### src/rtl/pong_sprite_compositor.sv
// Composites NUM_SPRITES double-buffered rectangles onto the pixel stream; flags per-frame overlaps.
// Latency: 2 cycles from xpix/ypix/pix_valid to pixval/hit_mask/pix_valid_out.
// Backpressure: none; one pixel is accepted every cycle and geometry writes are always taken.
module pong_sprite_compositor #(
    parameter int COORD_W     = 10,
    parameter int SIZE_W      = 8,
    parameter int NUM_SPRITES = 6,
    parameter int IDX_W       = 3,
    parameter int BLINK_BIT   = 4
) (
    input  logic                   clk,
    input  logic                   rst_n,
    input  logic                   frame_start,
    input  logic                   wr_en,
    input  logic [IDX_W-1:0]       wr_idx,
    input  logic [COORD_W-1:0]     wr_x,
    input  logic [COORD_W-1:0]     wr_y,
    input  logic [SIZE_W-1:0]      wr_w,
    input  logic [SIZE_W-1:0]      wr_h,
    input  logic                   wr_vis,
    input  logic                   wr_blink,
    input  logic                   pix_valid,
    input  logic [COORD_W-1:0]     xpix,
    input  logic [COORD_W-1:0]     ypix,
    output logic                   pixval,
    output logic                   pix_valid_out,
    output logic [NUM_SPRITES-1:0] hit_mask,
    output logic                   collision
);

    // Shadow bank: written by game logic at any time.
    logic [COORD_W-1:0] sh_x_q     [NUM_SPRITES];
    logic [COORD_W-1:0] sh_y_q     [NUM_SPRITES];
    logic [SIZE_W-1:0]  sh_w_q     [NUM_SPRITES];
    logic [SIZE_W-1:0]  sh_h_q     [NUM_SPRITES];
    logic               sh_vis_q   [NUM_SPRITES];
    logic               sh_blink_q [NUM_SPRITES];

    // Active bank: what the compare stage actually sees; changes only at frame_start.
    logic [COORD_W-1:0] act_x_q     [NUM_SPRITES];
    logic [COORD_W-1:0] act_y_q     [NUM_SPRITES];
    logic [SIZE_W-1:0]  act_w_q     [NUM_SPRITES];
    logic [SIZE_W-1:0]  act_h_q     [NUM_SPRITES];
    logic               act_vis_q   [NUM_SPRITES];
    logic               act_blink_q [NUM_SPRITES];

    // Stage 1 pixel registers.
    logic               s1_vld_q;
    logic [COORD_W-1:0] s1_x_q;
    logic [COORD_W-1:0] s1_y_q;

    // Stage 2 (output) registers.
    logic [NUM_SPRITES-1:0] hit_d;
    logic [NUM_SPRITES-1:0] hit_q;
    logic                   pixval_q;
    logic                   vld2_q;
    logic                   multi_hit_c;

    // Frame-level state.
    logic [7:0] frame_cnt_q, frame_cnt_d;
    logic       coll_acc_q, coll_acc_d;
    logic       collision_q, collision_d;

    // Shadow write; out-of-range indices match no slot and are dropped.
    always_ff @(posedge clk or negedge rst_n) begin
        if (!rst_n) begin
            for (int i = 0; i < NUM_SPRITES; i++) begin
                sh_x_q[i]     <= '0;
                sh_y_q[i]     <= '0;
                sh_w_q[i]     <= '0;
                sh_h_q[i]     <= '0;
                sh_vis_q[i]   <= 1'b0;
                sh_blink_q[i] <= 1'b0;
            end
        end else begin
            for (int i = 0; i < NUM_SPRITES; i++) begin
                if (wr_en && ({1'b0, wr_idx} == (IDX_W+1)'(i))) begin
                    sh_x_q[i]     <= wr_x;
                    sh_y_q[i]     <= wr_y;
                    sh_w_q[i]     <= wr_w;
                    sh_h_q[i]     <= wr_h;
                    sh_vis_q[i]   <= wr_vis;
                    sh_blink_q[i] <= wr_blink;
                end
            end
        end
    end

    // Frame-boundary copy; takes pre-write shadow values, so a same-cycle write lands a frame later.
    always_ff @(posedge clk or negedge rst_n) begin
        if (!rst_n) begin
            for (int i = 0; i < NUM_SPRITES; i++) begin
                act_x_q[i]     <= '0;
                act_y_q[i]     <= '0;
                act_w_q[i]     <= '0;
                act_h_q[i]     <= '0;
                act_vis_q[i]   <= 1'b0;
                act_blink_q[i] <= 1'b0;
            end
        end else if (frame_start) begin
            for (int i = 0; i < NUM_SPRITES; i++) begin
                act_x_q[i]     <= sh_x_q[i];
                act_y_q[i]     <= sh_y_q[i];
                act_w_q[i]     <= sh_w_q[i];
                act_h_q[i]     <= sh_h_q[i];
                act_vis_q[i]   <= sh_vis_q[i];
                act_blink_q[i] <= sh_blink_q[i];
            end
        end
    end

    // Rectangle compare against the stage-1 pixel; ends are computed one bit wider so edge sprites never wrap.
    always_comb begin
        hit_d = '0;
        for (int i = 0; i < NUM_SPRITES; i++) begin
            hit_d[i] = s1_vld_q
                && act_vis_q[i]
                && (!act_blink_q[i] || !frame_cnt_q[BLINK_BIT])
                && ({1'b0, s1_x_q} >= {1'b0, act_x_q[i]})
                && ({1'b0, s1_x_q} <  ({1'b0, act_x_q[i]} + (COORD_W+1)'(act_w_q[i])))
                && ({1'b0, s1_y_q} >= {1'b0, act_y_q[i]})
                && ({1'b0, s1_y_q} <  ({1'b0, act_y_q[i]} + (COORD_W+1)'(act_h_q[i])));
        end
    end

    // Two or more bits set: clearing the lowest set bit leaves something behind.
    assign multi_hit_c = (hit_d & (hit_d - NUM_SPRITES'(1))) != '0;

    // Frame counter and collision accumulate/latch; a hit in the frame_start cycle still counts for the closing frame.
    always_comb begin
        frame_cnt_d = frame_cnt_q;
        coll_acc_d  = coll_acc_q | multi_hit_c;
        collision_d = collision_q;
        if (frame_start) begin
            frame_cnt_d = frame_cnt_q + 8'd1;
            collision_d = coll_acc_q | multi_hit_c;
            coll_acc_d  = 1'b0;
        end
    end

    // Frame-level state registers.
    always_ff @(posedge clk or negedge rst_n) begin
        if (!rst_n) begin
            frame_cnt_q <= 8'd0;
            coll_acc_q  <= 1'b0;
            collision_q <= 1'b0;
        end else begin
            frame_cnt_q <= frame_cnt_d;
            coll_acc_q  <= coll_acc_d;
            collision_q <= collision_d;
        end
    end

    // Two-stage pixel pipeline: register inputs, then register compare results.
    always_ff @(posedge clk or negedge rst_n) begin
        if (!rst_n) begin
            s1_vld_q <= 1'b0;
            s1_x_q   <= '0;
            s1_y_q   <= '0;
            hit_q    <= '0;
            pixval_q <= 1'b0;
            vld2_q   <= 1'b0;
        end else begin
            s1_vld_q <= pix_valid;
            s1_x_q   <= xpix;
            s1_y_q   <= ypix;
            hit_q    <= hit_d;
            pixval_q <= |hit_d;
            vld2_q   <= s1_vld_q;
        end
    end

    assign pixval        = pixval_q;
    assign pix_valid_out = vld2_q;
    assign hit_mask      = hit_q;
    assign collision     = collision_q;

endmodule

### config.mk
export PLATFORM = sky130hd
export DESIGN_NAME = pong_sprite_compositor
export DESIGN_NICKNAME = d
export VERILOG_FILES = /design/src/rtl/pong_sprite_compositor.sv
export SDC_FILE = /design/constraint.sdc
export NUM_CORES = 1
export LEC_CHECK = 0
export ABC_CLOCK_PERIOD_IN_PS = 4630
export CAP_MARGIN = 20
export CORE_MARGIN = 4
export CORE_UTILIZATION = 63
export CTS_CLUSTER_DIAMETER = 100
export DETAILED_ROUTE_END_ITERATION = 16
export GPL_ROUTABILITY_DRIVEN = 0
export GPL_TIMING_DRIVEN = 0
export PLACE_DENSITY = 0.81
export SYNTH_ARGS = -nofsm -noshare
export SYNTH_HDL_FRONTEND = slang
export SYNTH_SLANG_ARGS = --single-unit
### constraint.sdc
create_clock -name clk -period 4.63 [get_ports clk]
set_input_delay 1.389 -clock clk [delete_from_list [all_inputs] [get_ports clk]]
set_output_delay 1.389 -clock clk [all_outputs]
set_load 0.1 [all_outputs]
==> out/qor.txt <==
status - finished clean
Setup WS post-layout - 233 ps
worst skew pair latency - 610 ps
vias per cell - 6.25
reg-to-reg endpoint - collision$_DFFE_PN0P_
Final Hold Viols - 0
CTS tree - yes
Reg2Reg Depth - 15
synthesized area - 26600 um2
Die Width - 214 um
worst reg2reg setup slack - 230 ps
Syn Inst Count - 2283
CP peak stage delay - 450 ps
CP Max Fanout - 3
synth-to-layout area growth - 12.1%
synth top area cells - dfrtp_1, ha_1, mux2_2
max-slew violation count - 0
Root Buffer - clkbuf_16
Die Y-Extent - 214 um
Total GRT Usage - 0.299
Async SR Flop Fraction - 1.00
max-cap viol count - 0
post-synthesis register bit count - 492
DR vias - 18700
starting density of the core - 0.636
leading area contributor after synthesis - dfrtp_1
Final Instance Area - 29800 um2
Hold Path Class - register to register
setup TNS - 0 ps
CTS Sinks - 492
pre-CTS setup slack - 18.1 ps
Buffers on Ports - 73
Ys Warns - 0
Peak Freq - 0.227 GHz
DRC Markers - 0
initial antenna violation count - 1
H-tree depth - 2
crit share post-route - 0.950
crit path launch type - register
Hold Path Depth - 2
routed wire length - 66.9 mm
sequential fraction of the synthesis area - 0.463
DR WL/cell - 22.4 um
crit path time final - 4400 ps
EDFF count, synth - 0
crit path capture type - register
Top FF cell, synth - dfrtp_1
die area - 45600 um2
Synth top area share - 0.463
synth unique cells - 70
dpl hpwl - 48.3 mm
CP Cell Sequence - ha_1 -> fa_1 -> a21o_1 -> a2111o_1 -> a21o_1 -> a21oi_2 -> xnor2_1 -> ha_1 -> a2111oi_1 -> a21oi_1 -> o32ai_2 -> nand3_2 -> and4_4 -> maj3_2 -> a31oi_1
antenna fix cells - 0
slowest CP cell - dfrtp_1
total placed instance area - 28100 um2
Tot Pwr - 15.5 mW
WP data arrival - 4930 ps
Crit path max-delay family - compound AO/OA/AOI/OAI gates
layout cells sized above 1 - 0.184
Hold Slack - 475 ps
vias in the first global route - 19500
Crit Path Category - register to register
hold wc startpoint - sh_y_q[18]$_DFFE_PN0P_
Clock Pin Slew Worst Setup and Hold Paths - 60 ps
clk buf depth - 3
Worst EP required - 5160 ps
grt ovf - 0
clock skew - 15.4 ps
drt initial violations - 1382
Synthesized Nets - 2686
first-pass GRT wire length - 106 mm
mean cell area of the mapped netlist - 11.7 um2
Core Box Area - 41900 um2
largest net degree at the start of global routing - 112
site row count - 75
Post-DRT Antenna Nets - 0
reg-to-reg critical path startpoint - act_x_q[20]$_DFFE_PN0P_
peak supply drop - 442 uV
Tightest Pin Transition - 1210 ps
# setup viols final - 0
Hold Crit Endpoint - act_y_q[18]$_DFFE_PN0P_
Leakage - 13.8 nW
Max-Slew Margin vs Limit - 0.192
Worst Path Buf+Inv - 0
NumNets Final - 2818
drt pass-1 iters - 5
CTS Buf Count - 52
io pins - 75
P per Cell Area - 520 nW/um2
## cells in the mapped netlist (all sizes together), types with 7 or more instances
master / instances
dfrtp: 492
mux2: 347
ha: 325
o21ai: 192
inv: 161
nand2: 154
a21oi: 113
xnor2: 67
clkbuf: 52
nor2: 38
a21o: 34
o21bai: 32
xor2: 28
nor2b: 23
nand2b: 22
o21a: 20
a211oi: 17
nand3: 17
nor3: 17
a31oi: 12
fa: 12
o211ai: 12
buf: 11
o2111ai: 11
a2111oi: 8
a211o: 7
## worst max-delay path by stage
stage	start	end	slack, ps	cells past startpoint
after detailed placement	act_x_q[20]$_DFFE_PN0P_	collision$_DFFE_PN0P_	20	15
after floorplan	act_y_q[40]$_DFFE_PN0P_	collision$_DFFE_PN0P_	780	17
after global placement	rst_n	act_h_q[34]$_DFFE_PN0P_	-18700	1
final	act_x_q[20]$_DFFE_PN0P_	collision$_DFFE_PN0P_	230	15
after global routing	act_x_q[50]$_DFFE_PN0P_	collision$_DFFE_PN0P_	-3	16
after CTS	act_x_q[20]$_DFFE_PN0P_	collision$_DFFE_PN0P_	20	15
## stage by stage
step,std cells,util
6_report,2989,0.712
5_1_grt,2989,0.712
4_1_cts,2988,0.712
3_5_place_dp,2899,0.672
3_3_place_gp,2895,0.669
2_1_floorplan,2283,-
## report_power, final
group	internal (mW)	switching, mW
clock	2.40	1.74
sequential	5.25	0.651
combinational	2.61	2.85
total	10.3	5.24
## state kept, by name, indices dropped and copies added, names as in the netlist, 5 cells and up
register and cells:
s1_y_q 10, act_x_q 60, sh_y_q 60, sh_blink_q 6, act_vis_q 6, sh_h_q 48, hit_mask 6, sh_vis_q 6
act_w_q 48, act_blink_q 6, sh_w_q 48, frame_cnt_q 5, sh_x_q 60, act_y_q 60, act_h_q 48, s1_x_q 10
## worst register-to-register path, cell delays in order (launching register included)
cell and delay, ps:
dfrtp_1 450, ha_1 270, fa_1 400, a21o_1 230
a2111o_1 400, a21o_1 210, a21oi_2 190, xnor2_1 140
ha_1 270, a2111oi_1 380, a21oi_1 160, o32ai_2 250
nand3_2 240, and4_4 260, maj3_2 310, a31oi_1 170
## metal layers
metal  up-vias  part of all wire  wire length (um)  GRT usage
li1       8404                 -                 -          -
met1      9416              0.41             27400      0.401
met2       670              0.48             31800      0.489
met3       200             0.072              4840     0.0556
met4         0             0.043              2850      0.119
met5         -                 0                 0          0
## what timing repair did
| item | 4_1_cts | 5_1_grt |
|---|---|---|
| setup endpoints to repair | 0 | 2 |
| buffers inserted | 0 | 1 |
| resized for setup | 0 | 5 |
| hold buffers | 0 | 0 |
## kinds of logic after synthesis
group	Yosys count	synth area share
AOI/OAI and AO/OA	491	0.114
DFF	492	0.463
muxes	347	0.147
xor gates and xnor gates	95	0.0313
adders and majority gates	338	0.162
buffers and inverters	224	0.0316
and+or+nand+nor	296	0.0509
## final cells by class
cell class	instances	area, um2
flip-flops and latches	492	12300
well taps	539	674
multi-input cells	1567	13500
repair buffers	78	853
clock buffers	74	1500
plain buffers	63	238
clock inverters	15	171
inverters	161	604
fillers	2851	12000
## cells in the final DEF, fill, tap and decap left out, types with 28 or more instances in the layout
cell	synthesis	routed
clkbuf_1	52	64
clkdlybuf4s50_1	0	72
a21o_1	34	34
clkbuf_16	0	53
dfrtp_1	492	492
o21ai_0	167	167
xor2_1	28	28
nor2_1	37	37
nand2_1	154	154
o21bai_1	32	32
mux2_2	347	347
a21oi_1	113	112
inv_1	158	158
xnor2_1	67	67
ha_1	325	325
(Power assumes the default switching activity.)
